--- src/rtl/fft_pkg.sv ---
// fft_pkg: saturation helpers and radix-2 pair indexing shared by the butterfly stages
package fft_pkg;
  function automatic longint sat_max(input int w);
    return (64'sd1 <<< (w - 1)) - 64'sd1;
  endfunction
  function automatic longint sat_min(input int w);
    return -(64'sd1 <<< (w - 1));
  endfunction
  function automatic longint saturate(input longint v, input int w);
    return v > sat_max(w) ? sat_max(w) : v < sat_min(w) ? sat_min(w) : v;
  endfunction
  function automatic int pair_lo(input int b, input int k, input int stride);
    return b * 2 * stride + k;
  endfunction
endpackage

--- src/rtl/bf2_scale_sat.sv ---
// bf2_scale_sat: per-lane optional round-half-up halving followed by saturation with clip flag
module bf2_scale_sat
  import fft_pkg::*;
#(
  parameter int MID       = 17,
  parameter int OUT_WIDTH = 16
) (
  input  logic signed [MID-1:0]       v,
  input  logic                        scale,
  output logic signed [OUT_WIDTH-1:0] y,
  output logic                        clip
);
  logic signed [MID:0] w, s;
  logic signed [63:0]  sl, st;
  always_comb begin
    w    = {v[MID-1], v};
    s    = scale ? (w + (MID+1)'(1)) >>> 1 : w;
    sl   = 64'(s);
    st   = saturate(sl, OUT_WIDTH);
    clip = st != sl;
    y    = OUT_WIDTH'(st);
  end
endmodule

--- src/rtl/bf2_stage_param.sv ---
// bf2_stage_param: parametrised radix-2 butterfly stage with scaling, saturation, overflow count and backpressure
module bf2_stage_param
  import fft_pkg::*;
#(
  parameter int IN_WIDTH  = 16,
  parameter int OUT_WIDTH = 16,
  parameter int NUM       = 16,
  parameter int STRIDE    = 1,
  parameter int CNT_WIDTH = 16
) (
  input  logic                        clk,
  input  logic                        rst,
  input  logic signed [IN_WIDTH-1:0]  din_re [NUM],
  input  logic signed [IN_WIDTH-1:0]  din_im [NUM],
  input  logic                        in_valid,
  input  logic                        scale_en,
  output logic                        in_ready,
  output logic signed [OUT_WIDTH-1:0] dout_re [NUM],
  output logic signed [OUT_WIDTH-1:0] dout_im [NUM],
  output logic                        out_valid,
  input  logic                        out_ready,
  output logic                        out_sat,
  input  logic                        ovf_clr,
  output logic [CNT_WIDTH-1:0]        ovf_cnt
);
  localparam int MID = IN_WIDTH + 1;
  logic signed [MID-1:0] bf_re [NUM], bf_im [NUM];
  logic signed [MID-1:0] s1_re_q [NUM], s1_im_q [NUM], s1_re_d [NUM], s1_im_d [NUM];
  logic signed [OUT_WIDTH-1:0] sc_re [NUM], sc_im [NUM];
  logic signed [OUT_WIDTH-1:0] dout_re_q [NUM], dout_im_q [NUM], dout_re_d [NUM], dout_im_d [NUM];
  logic [NUM-1:0] clip_re, clip_im;
  logic s1_valid_q, s1_valid_d, s1_scale_q, s1_scale_d;
  logic out_valid_q, out_valid_d, out_sat_q, out_sat_d;
  logic s1_adv, s2_adv, ld1, ld2;
  logic [CNT_WIDTH-1:0] ovf_cnt_q, ovf_cnt_d;
  for (genvar b = 0; b < NUM / (2 * STRIDE); b++) begin : g_b
    for (genvar k = 0; k < STRIDE; k++) begin : g_k
      localparam int A = pair_lo(b, k, STRIDE);
      localparam int C = A + STRIDE;
      assign bf_re[A] = MID'(din_re[A]) + MID'(din_re[C]);
      assign bf_re[C] = MID'(din_re[A]) - MID'(din_re[C]);
      assign bf_im[A] = MID'(din_im[A]) + MID'(din_im[C]);
      assign bf_im[C] = MID'(din_im[A]) - MID'(din_im[C]);
    end
  end
  for (genvar i = 0; i < NUM; i++) begin : g_l
    bf2_scale_sat #(.MID(MID), .OUT_WIDTH(OUT_WIDTH)) u_re (
      .v(s1_re_q[i]), .scale(s1_scale_q), .y(sc_re[i]), .clip(clip_re[i])
    );
    bf2_scale_sat #(.MID(MID), .OUT_WIDTH(OUT_WIDTH)) u_im (
      .v(s1_im_q[i]), .scale(s1_scale_q), .y(sc_im[i]), .clip(clip_im[i])
    );
  end
  always_comb begin
    s2_adv      = ~out_valid_q | out_ready;
    s1_adv      = ~s1_valid_q | s2_adv;
    in_ready    = s1_adv;
    ld1         = s1_adv & in_valid;
    ld2         = s2_adv & s1_valid_q;
    s1_valid_d  = s1_adv ? in_valid : s1_valid_q;
    s1_scale_d  = ld1 ? scale_en : s1_scale_q;
    out_valid_d = s2_adv ? s1_valid_q : out_valid_q;
    out_sat_d   = s2_adv ? s1_valid_q & (|{clip_re, clip_im}) : out_sat_q;
    for (int i = 0; i < NUM; i++) begin
      s1_re_d[i]   = ld1 ? bf_re[i] : s1_re_q[i];
      s1_im_d[i]   = ld1 ? bf_im[i] : s1_im_q[i];
      dout_re_d[i] = ld2 ? sc_re[i] : dout_re_q[i];
      dout_im_d[i] = ld2 ? sc_im[i] : dout_im_q[i];
    end
    ovf_cnt_d = ovf_clr ? '0
              : (out_valid_q & out_ready & out_sat_q & ~(&ovf_cnt_q)) ? ovf_cnt_q + 1'b1
              : ovf_cnt_q;
  end
  always_ff @(posedge clk or posedge rst)
    if (rst) begin
      s1_valid_q  <= 1'b0;
      s1_scale_q  <= 1'b0;
      s1_re_q     <= '{default: '0};
      s1_im_q     <= '{default: '0};
      dout_re_q   <= '{default: '0};
      dout_im_q   <= '{default: '0};
      out_valid_q <= 1'b0;
      out_sat_q   <= 1'b0;
      ovf_cnt_q   <= '0;
    end else begin
      s1_valid_q  <= s1_valid_d;
      s1_scale_q  <= s1_scale_d;
      s1_re_q     <= s1_re_d;
      s1_im_q     <= s1_im_d;
      dout_re_q   <= dout_re_d;
      dout_im_q   <= dout_im_d;
      out_valid_q <= out_valid_d;
      out_sat_q   <= out_sat_d;
      ovf_cnt_q   <= ovf_cnt_d;
    end
  assign dout_re   = dout_re_q;
  assign dout_im   = dout_im_q;
  assign out_valid = out_valid_q;
  assign out_sat   = out_sat_q;
  assign ovf_cnt   = ovf_cnt_q;
endmodule
--- config.mk ---
export PLATFORM = sky130hd
export DESIGN_NAME = bf2_stage_param
export DESIGN_NICKNAME = d
export VERILOG_FILES = /design/src/rtl/fft_pkg.sv /design/src/rtl/bf2_scale_sat.sv /design/src/rtl/bf2_stage_param.sv
export SDC_FILE = /design/constraint.sdc
export NUM_CORES = 2
export LEC_CHECK = 0
export CORE_AREA = 2 2 406 408
export DETAILED_ROUTE_END_ITERATION = 12
export DIE_AREA = 0 0 408 410
export PLACE_DENSITY = 0.73
export SLEW_MARGIN = 0
export SYNTH_ARGS = -nofsm -noshare
export SYNTH_HDL_FRONTEND = slang
export SYNTH_SLANG_ARGS = --single-unit
--- constraint.sdc ---
create_clock -name clk -period 83 [get_ports clk]
set_clock_uncertainty 0.05 [all_clocks]
set_input_delay 8.3 -clock clk [delete_from_list [all_inputs] [get_ports clk]]
set_output_delay 8.3 -clock clk [all_outputs]
set_load 0.005 [all_outputs]
==> run metrics <==
final setup vio count=0; CP Data Required Time=74.65 ns; Die Area=about 170,000 um^2; hold_ws=0.418 ns; post-route ant nets=0; most frequent cell after synthesis=nand2_1; IR Drop Worst-Case VDD=around 0.022 mV; io pins=approximately 1,000; root buf cell=clkbuf_16; Resized Gates After CTS=0; Setup WS post-layout=between 60 and 70 ns; Setup Fix Bufs, Post-CTS=0; CTS Sinks=1,060; vias in the first global route=between 70,000 and 80,000; Compound-Gate Fraction of Synth Area=roughly 23%; FMAX=around 0.054 GHz; pre-CTS WS=64.61 ns; WP data arrival=~10 ns; DRT iter0 DRCs=approximately 6,800; H-Tree Depth=4; Seq. cell area=about 27,000 um^2; post-route insts no fill=between 10,000 and 15,000; Least-Margin Pin Slew=approximately 1.4 ns; filler instances=about 15,000; PD cells=about 24 nW/um^2; Avg WL per Cell=~22 um; layout cells sized above 1=a little under 4%; Clock Tree Buf Depth=3; total grt overflow=0; CTS tree=yes; First-pass DRT Iterations=7; Die Y=just over 400 um; Post-synth EDFFs=0; Mapped Cells=10,200; initial antenna violation count=between 40 and 50; reg2reg setup slack=77.91 ns; fin nets=~12,000; Design Area, Final=97,500 um^2; DP Cell Count=12,800; TNS Setup=0 ns; Slew Viols, Final=0; mux share of post-synthesis cell area=approximately 1.4%; hold_buf cts=0; Synth Flop Type=dfrtp_1; Mean Syn Cell Area=between 7 and 8 um^2; die outline width=approximately 400 um; Final min period=around 18 ns; Worst-Skew Late Latency=between 0.7 and 0.8 ns; Clock Pin Slew Worst Setup and Hold Paths=approximately 0.05 ns; Static Leakage=around 0.041 uW; period utilization=22.1%; sequential area share after synthesis=about a third; gpl congestion=approximately 0.99; # port buffers=about 1,000; Commonest cells post-synth=1,531 x nand2_1, 1,179 x o21ai_0, 1,060 x dfrtp_1; first-pass GRT wire length=around 440 mm; unrepaired setup endpoints after global routing=no; Tightest Hold Check Type=register to register; vias per cell=between 5 and 6; critical path class=primary input to output port; share of the synthesized area in the top cell type=32.5%; area leader, netlist=dfrtp_1; row count=149; Max Cap Viol=0; Total Wirelength=between 200 and 300 mm; outcome=complete, no violations; Yosys cell types=97; core area=around 160,000 um^2; Post-Synth Adder-Cell Area=between 10% and 20%; Detail Placement HPWL=between 200 and 250 mm; Initial Util=approximately half; vias=around 78,000; Synth warnings=0; top cells by area, synth=dfrtp_1 33%, ha_1 8.4%, o21ai_0 7.2%; ys async rst share=100%; TritonCTS buffer count=roughly 130; syn nets=11,300; relative slew slack=between 3 and 4%; Worst setup SP type=primary input; Multi-input gate area=slightly above 50,000 um^2; Fin. Hold Viols=0; number of synthesized register bits=between 1,000 and 1,500; CP max FO=4; Critical Path Sink Type=output port; Synth-to-Final Area Change=19.5%; Area after DPL=between 90,000 and 100,000 um^2; Post-route DRC=0; main combinational cell family by area after synthesis=compound AO/OA/AOI/OAI gates; Cell Area, Synth=81,600 um^2; xor/xnor share of the synthesized area=about 5.2%; largest net degree at the start of global routing=between 200 and 300; Synth Area in Simple Gates=a little under a fifth; GRT Total Usage=33.8%
layout make-up:
class                           instances  area share (%)
Sequential cell                      1060            27.2
Tap cell                             2189            2.81
Clock inverter                         56           0.843
Antenna cell                           31          0.0795
Multi-Input combinational cell       7927            51.7
Timing Repair Buffer                 1118            11.4
Inverter                              555            2.15
Clock buffer                          181            3.86
state kept, by name, indices dropped and copies added (netlist names):
signal / count
dout_im: 256
s1_scale_q: 1
s1_im_q: 264
out_valid: 1
s1_valid_q: 1
dout_re: 256
ovf_cnt: 16
out_sat: 1
s1_re_q: 264
placed cells by master, fill, tap and decap left out, drive strengths merged, types with 59 or more instances in the layout:
| cell | n |
|---|---|
| o21ai | 1246 |
| nand2 | 1531 |
| nor3 | 211 |
| o211ai | 59 |
| dfrtp | 1060 |
| or3 | 82 |
| nor2 | 638 |
| nand2b | 89 |
| o31ai | 130 |
| a21o | 148 |
| xor2 | 119 |
| a211oi | 74 |
| ha | 545 |
| clkbuf | 181 |
| and3 | 107 |
| nor2b | 81 |
| o21bai | 65 |
| buf | 70 |
| a21oi | 673 |
| a31oi | 138 |
| nand4 | 96 |
| a32oi | 83 |
| clkdlybuf4s50 | 1048 |
| o21a | 64 |
| xnor2 | 363 |
| inv | 562 |
| nand3 | 269 |
| maj3 | 371 |
| mux2i | 79 |
cell families (layout without fill, tap and decap cells):
logic type | count (synthesis) | count (layout)
and+or+nand+nor | 3347 | 3347
other | 0 | 31
buffers and inverters | 1231 | 1910
muxes | 110 | 110
xor gates and xnor gates | 482 | 482
DFF | 1060 | 1060
adders and majority gates | 948 | 948
AOI/OAI and AO/OA | 3040 | 3040
per-stage QoR:
step,total power [uW],util (%)
floorplan,1290,-
global placement,1720,56.8
detailed placement,1740,56.8
CTS,2360,59.6
global route,2490,59.6
finish,2370,59.6
metal layers:
layer  vias up  global-route usage (%)  wire (um)  part of all wire, %
li1      37200                       -          -                    -
met1     37200                    40.7     116000                   40
met2      2872                    54.5     134000                   46
met3       723                    7.00      20800                  7.1
met4        18                    23.2      22600                  7.7
met5         -                       0        113                0.039
final timing paths:
path	start	end	cells after the start
min in group asynchronous	rst	s1_im_q[53]	2
max in group asynchronous	rst	s1_re_q[192]	6
worst min register to register	dout_im[4]	dout_im[4]	2
worst max-delay path	out_ready	in_ready	4
worst max register to register	s1_scale_q	out_sat	10
worst min-delay path	dout_im[4]	dout_im[4]	2
critical path, stage by stage:
cell             delay (ns)
clkdlybuf4s50_1        0.44
nor2b_1                0.51
nand2_1                0.26
clkdlybuf4s50_1        0.51
where the power goes:
| group | total, uW | internal, uW | switching, uW |
|---|---|---|---|
| Sequential | 836 | 661 | 175 |
| Combinational | 915 | 423 | 492 |
| Clock | 615 | 371 | 243 |
No activity file was read; power rests on OpenSTA's default activity.
